--- src/rtl/stream_demux2.sv ---
// Single-input, two-output stream demultiplexer with a DEPTH-entry FIFO per output.
// in_sel steers each accepted word to out0 or out1, and a 16-bit counter per port tracks words delivered.
module stream_demux2 #(
    parameter int WIDTH = 8,
    parameter int DEPTH = 2
) (
    input  logic             clk,
    input  logic             reset_n,
    input  logic             in_valid,
    output logic             in_ready,
    input  logic [WIDTH-1:0] in_data,
    input  logic             in_sel,
    output logic             out0_valid,
    input  logic             out0_ready,
    output logic [WIDTH-1:0] out0_data,
    output logic             out1_valid,
    input  logic             out1_ready,
    output logic [WIDTH-1:0] out1_data,
    output logic [15:0]      out0_count,
    output logic [15:0]      out1_count
);
    localparam int PW = $clog2(DEPTH);
    localparam logic [PW:0] OCC_FULL = (PW + 1)'(DEPTH);

    logic [1:0]            full;
    logic [1:0]            empty;
    logic [1:0]            push;
    logic [1:0]            pop;
    logic [1:0]            out_ready;
    logic [1:0][WIDTH-1:0] head;
    logic [1:0][15:0]      count;

    assign out_ready = {out1_ready, out0_ready};

    // Only the fullness of the currently selected FIFO gates the producer, so
    // a full FIFO never blocks traffic to the other port.
    assign in_ready = ~full[in_sel];

    for (genvar k = 0; k < 2; k++) begin : g_fifo
        logic [WIDTH-1:0] mem [DEPTH];
        logic [PW-1:0]    rd_ptr;
        logic [PW-1:0]    wr_ptr;
        logic [PW:0]      occ;
        logic [15:0]      delivered;

        assign full[k]  = (occ == OCC_FULL);
        assign empty[k] = (occ == '0);
        assign push[k]  = in_valid && in_ready && (in_sel == 1'(k));
        assign pop[k]   = !empty[k] && out_ready[k];
        assign head[k]  = mem[rd_ptr];
        assign count[k] = delivered;

        always_ff @(posedge clk or negedge reset_n) begin
            if (!reset_n) begin
                rd_ptr    <= '0;
                wr_ptr    <= '0;
                occ       <= '0;
                delivered <= '0;
            end else begin
                if (push[k]) begin
                    wr_ptr <= wr_ptr + PW'(1);
                end
                if (pop[k]) begin
                    rd_ptr    <= rd_ptr + PW'(1);
                    delivered <= delivered + 16'd1;
                end
                case ({push[k], pop[k]})
                    2'b10:   occ <= occ + (PW + 1)'(1);
                    2'b01:   occ <= occ - (PW + 1)'(1);
                    default: occ <= occ;
                endcase
            end
        end

        // Storage is left unreset; the head is only meaningful while valid is high.
        always_ff @(posedge clk) begin
            if (push[k]) begin
                mem[wr_ptr] <= in_data;
            end
        end
    end

    assign out0_valid = ~empty[0];
    assign out1_valid = ~empty[1];
    assign out0_data  = head[0];
    assign out1_data  = head[1];
    assign out0_count = count[0];
    assign out1_count = count[1];

endmodule

--- config.mk ---
export PLATFORM = sky130hd
export DESIGN_NAME = stream_demux2
export DESIGN_NICKNAME = d
export VERILOG_FILES = /design/src/rtl/stream_demux2.sv
export SDC_FILE = /design/constraint.sdc
export NUM_CORES = 1
export LEC_CHECK = 0
export ABC_CLOCK_PERIOD_IN_PS = 1500
export CORE_ASPECT_RATIO = 1.4
export CORE_UTILIZATION = 35
export DETAILED_ROUTE_END_ITERATION = 6
export DONT_BUFFER_PORTS = 1
export MAX_ROUTING_LAYER = met4
export SLEW_MARGIN = 20
export SYNTH_ARGS = -nofsm -noshare
export SYNTH_HDL_FRONTEND = slang
export SYNTH_SLANG_ARGS = --single-unit
--- constraint.sdc ---
create_clock -name clk -period 1.5 [get_ports clk]
set_input_delay 0.3 -clock clk [delete_from_list [all_inputs] [get_ports clk]]
set_output_delay 0.3 -clock clk [all_outputs]
set_load 0.005 [all_outputs]
### After elaboration in Yosys (flattened, before gate mapping)

Memories as Yosys holds them, arrays and structs flattened.
Index checks and enable logic that the tools add are counted.
Widths: inputs -> output; s select.

* $add $sub $neg: 10
* order comparisons: 1
* eq/ne operators: 6
* multiplexer cells: 8
* bitwise gates (word level): 4
* reduce and logical (&&, ||, !) cells: 11

Operators with widths (number)
* $add 16x1->16 const B: 2
* $eq 2x2->1 const B: 4
* $pmux 2 s2: 2
* $mux 1: 6
* $logic_and 1x1->1: 5
* $add 1x1->1 const B: 4
* $add 2x1->2 const B: 2
* $eq 2x1->1 const B: 2
* $logic_not 2->1: 2
* $not 1->1: 4
* $reduce_bool 2->1: 2
* $sub 2x1->2 const B: 2
* $logic_not 1->1: 2
* $lt 1x2->1 const B: 1

* register bits after elaboration: 40
* memory bits (writable): 32
* input bits: 14
* output and inout port bits: 51
* memories kept: 2

Memories
* g_fifo[0].mem: words 2, bits a word 8, rd ports 1, clocked after Yosys merged registers in 0, wr ports 1, RTL line 40 `logic [WIDTH-1:0] mem [DEPTH];`
* g_fifo[1].mem: words 2, bits a word 8, rd ports 1, clocked after Yosys merged registers in 0, wr ports 1, RTL line 40

### Longest topological paths before layout

* depth after elaboration: 8
* gate-level depth with buffers: 7
* depth with buffers taken out: 6

### Least setup slack after synthesis

No wires, ideal clock.

* path kind: reg2reg
* start: reg g_fifo[1].occ[0]
* end: reg g_fifo[1].occ[1]
* setup time: 0.079 ns
* data arrival time: 1.524 ns
* path slack: -0.103 ns
* stages on the path, launching flop included: 7
* path buffers: 1
* clock period less this slack: 1.603 ns
* cell sequence: dfrtp_1 or2_1 and2_1 buf_2 ha_1 nor2_1 xor2_1

* elaborated cells between the ends (all ways): 15

RTL lines
* start, declared: RTL line 43 `logic [PW:0] occ;`
* start signal, assigned: RTL line 68 `2'b10: occ <= occ + (PW + 1)'(1);`
* start signal, assigned: RTL line 69 `2'b01: occ <= occ - (PW + 1)'(1);`
* $logic_not 2->1 (*): RTL line 47 `assign empty[k] = (occ == '0);`
* $logic_not 1->1 (*): RTL line 49 `assign pop[k] = !empty[k] && out_ready[k];`
* $logic_and 1x1->1 (*): RTL line 49
* net pop[1]: RTL line 28 `logic [1:0] pop;`
* $eq 2x1->1 or $eq 2x2->1 (tied branches): RTL line 67 `case ({push[k], pop[k]})`
* $pmux 2 s2 or $reduce_bool 2->1 (tied branches)

The timed path passes the listed nets; every way through them passes the cells marked *. The select of a mux whose other input is x is not followed.
A chain may end at the register's enable or synchronous reset.

### Final worst setup path

* start: reg g_fifo[1].occ[0]
* end: out in_ready

* cells in the longest elaborated chain, start to end: 4

Ends and longest elaborated chain
* $eq 2x2->1: RTL line 46 `assign full[k] = (occ == OCC_FULL);`
* $mux 1 (implied by the code) (2 in series): RTL line 37 `assign in_ready = ~full[in_sel];`
* $not 1->1: RTL line 37
* end, declared: RTL line 10 `output logic in_ready,`

No other way between the ends. The select of a mux whose other input is x is not followed.

==> summary.md <==
| Metric | Value |
|---|---|
| DPL Wire Length | `4.083 mm` |
| Rel. slew slack | `0.8051` |
| Skew-Pair Late Insertion Delay | `0.32 ns` |
| Hold Slack | `0.06700 ns` |
| Syn avg cell area | `14.49 um^2` |
| CP peak stage delay | `0.41 ns` |
| Setup CP Type | `reg2out` |
| Critical path required time | `1.20 ns` |
| RSZ-0062 raised after global routing | `true` |
| Max Cap Viol | `0` |
| Area growth, synth to finish | `29.62%` |
| # port buffers | `0` |
| Pwr dens | `1842 nW/um^2` |
| Type of origin of the critical path | `flip-flop` |
| Seq cells post-synth | `72` |
| DRT Pass-1 Iters | `3` |
| CTS clk-pin slew, worst paths | `0.06 ns` |
| Sequential area share after synthesis | `0.6542` |
| Synth Warn # | `0` |
| Synth unique cells | `29` |
| CTS tree | `yes` |
| CP delay by family, top | `flip-flops` |
| Die H | `111.5 um` |
| Initial antenna violation count | `0` |
| Worst Path Buf+Inv | `0` |
| Mapped Cells | `207` |
| Worst slack, placed | `-0.01361 ns` |
| First-pass GRT wire length | `9.501 mm` |
| Mapped Area | `2999 um^2` |
| Clk root buf | `clkbuf_16` |
| Routed Antenna Nets | `0` |
| Syn_nets | `225` |
| Hold Fails Final Rpt | `0` |
| Worst hold path type | `in2reg` |
| Final total power | `0.007162 W` |
| Setup Skew | `0.007344 ns` |
| Io pins | `65` |
| Leak Pwr | `1.633 nW` |
| Total CTS buffers | `9` |
| Slew Limit Fails | `0` |
| Die Wd | `80.24 um` |
| Failing checks | `setup timing` |
| Crit path DAT | `1.22 ns` |
| Worst path slowest cell | `dfrtp_1` |
| Final setup fails | `1` |
| Clk buf depth | `2` |
| Status | `finished with violations` |
| Core Box Area | `8247 um^2` |
| Nets | `278` |
| Cell chain of the critical path | `nand2b_1 -> mux2_2` |
| Worst vdd ir | `0.0007598 V` |
| DR vias | `1,754` |
| Final Wtd Congestion | `0.7224` |
| Initial Utilization | `0.3637` |
| FF-to-FF setup slack | `0.04 ns` |
| Die ar. | `8949 um^2` |
| Final WS setup | `-0.01602 ns` |
| F_max | `659.6 MHz` |
| Avg WL per Cell | `16.42 um` |
| DRT iter0 DRCs | `59` |
| Measured slew at the worst slew-check pin | `0.2902 ns` |
| Total track usage | `0.1485` |
| Vias in the first global route | `1,865` |
| Clock tree sinks | `72` |
| Layout Cell Area excl Fill | `3887 um^2` |
| CP endpoint kind | `output pin` |
| GRT Residual Overflow | `0` |
| Final wirelength | `6.026 mm` |
| H-tree depth | `3` |
| Diodes inserted | `0` |
| DRC viols | `0` |
| Drt via density | `4.779` |
| Fin crit period | `1.516 ns` |
| Layout cell share with drive strength beyond 1 | `0.3774` |
| Largest net degree at the start of global routing | `41` |
| Placed instance area | `3359 um^2` |
| Fin crit share | `1.011` |
| Max FO, Critical Path | `4` |
| # rows | `39` |
==> worst paths after layout <==
path                                       start                  end  depth (start not counted)
worst max-delay path            g_fifo[1].occ[0]             in_ready                          2
worst min-delay path                  in_data[7]  g_fifo[1].mem[0][7]                          0
worst max register to register  g_fifo[1].occ[1]     g_fifo[1].occ[1]                          6
worst min register to register  g_fifo[1].wr_ptr     g_fifo[1].wr_ptr                          1
max in group asynchronous                reset_n     g_fifo[0].occ[1]                          2
min in group asynchronous                reset_n       out0_count[13]                          2
==> timing repair <==
item / in CTS / in global routing
hold buffers: 2 / 0
pin swaps: 2 / 5
setup endpoints to repair: 20 / 44
endpoints found under the hold margin: 40 / 0
gates resized for setup: 7 / 19
setup buffers: 7 / 5
==> registers in the layout, indices dropped and copies added, names as in the netlist <==
register       count
g_fifo.mem        32
g_fifo.occ         4
out1_count        16
g_fifo.wr_ptr      2
out0_count        16
g_fifo.rd_ptr      2
==> Yosys cell counts <==
| library cell | instances | area share |
|---|---|---|
| dfrtp_1 | 40 | 0.33 |
| edfxtp_1 | 32 | 0.32 |
| xnor2_1 | 27 | 0.079 |
| mux2_2 | 17 | 0.064 |
| nand2_1 | 15 | 0.019 |
| nor2_1 | 13 | 0.016 |
| xor2_1 | 13 | 0.038 |
| nand3_1 | 9 | 0.015 |
| nand4_1 | 8 | 0.017 |
| inv_1 | 5 | 0.0063 |
| ha_1 | 4 | 0.017 |
| and4_1 | 3 | 0.0088 |
| clkbuf_1 | 2 | 0.0025 |
| nand2b_1 | 2 | 0.0042 |
| nor4_4 | 2 | 0.014 |
| or2_1 | 2 | 0.0042 |
| and2_1 | 1 | 0.0021 |
| and3_1 | 1 | 0.0021 |
| buf_2 | 1 | 0.0017 |
| mux2_4 | 1 | 0.0050 |
| nand3b_1 | 1 | 0.0025 |
| nand4_4 | 1 | 0.0071 |
| nor2_2 | 1 | 0.0021 |
| nor3_1 | 1 | 0.0017 |
| nor4_1 | 1 | 0.0021 |
| o211ai_2 | 1 | 0.0042 |
| o21ai_4 | 1 | 0.0054 |
| or2_2 | 1 | 0.0021 |
| or3_4 | 1 | 0.0038 |
==> worst reg2reg max path, delay by kind of cell, from the launching register on <==
kind | cells | cell delay (ns)
fa+ha+maj | 1 | 0.15
flops | 1 | 0.40
simple gates | 3 | 0.53
xor+xnor | 2 | 0.29
==> routing by layer <==
layer / global-route usage / vias to the layer above / part of all wire
met2: 0.2410 / 59 / 0.52
met3: 0.06885 / 10 / 0.083
met4: 0.05595 / 0 / 0.017
li1: - / 831 / -
met1: 0.1550 / 854 / 0.38
met5: - / - / 0
==> area by class of cell <==
type                    count  area [um^2]
repair buffers             45        367.9
fillers                   732         4359
inverters                   5        18.77
clock inverters             6        92.59
flip-flops and latches     72         1966
clock buffers              10        229.0
well taps                 102        127.6
multi-input cells         127         1086
==> cell usage in the layout (no fill, tap or decap), drive strengths merged <==
cell,count
nand2,15
nand4,9
ha,4
dlygate4sd3,1
nand2b,2
clkinvlp,2
clkinv,1
nand3,9
and4,3
xor2,13
buf,44
nand3b,1
nor3,1
edfxtp,32
clkbuf,10
and3,1
xnor2,27
dfrtp,40
o211ai,1
nor4,3
or3,1
mux2,18
inv,6
or2,3
bufinv,2
nor2,14
o21ai,1
and2,1
==> through the flow <==
stage,instances,utilization,TNS (ns)
final,367,0.4714,-0.01602
after global routing,367,0.4714,-0.5877
after CTS,362,0.4579,-0.02047
after detailed placement,337,0.4074,-0.01361
after global placement,337,0.4074,0
after floorplan,207,-,-0.2443
==> cells by family (layout without fill, tap and decap cells) <==
| group | after synthesis | in the layout | share of synthesized area |
|---|---|---|---|
| flops | 72 | 72 | 0.6542 |
| fa+ha+maj | 4 | 4 | 0.01669 |
| simple gates | 63 | 63 | 0.1235 |
| buf+inv | 8 | 66 | 0.01043 |
| mux | 18 | 18 | 0.06883 |
| xor+xnor | 40 | 40 | 0.1168 |
| compound gates | 2 | 2 | 0.009596 |
==> power by group <==
part	total, W	internal (W)	switching, W
sequential	0.00280	0.00248	0.000319
clock	0.00227	0.00146	0.000804
combinational	0.00210	0.00115	0.000944
(Power assumes the default switching activity.)
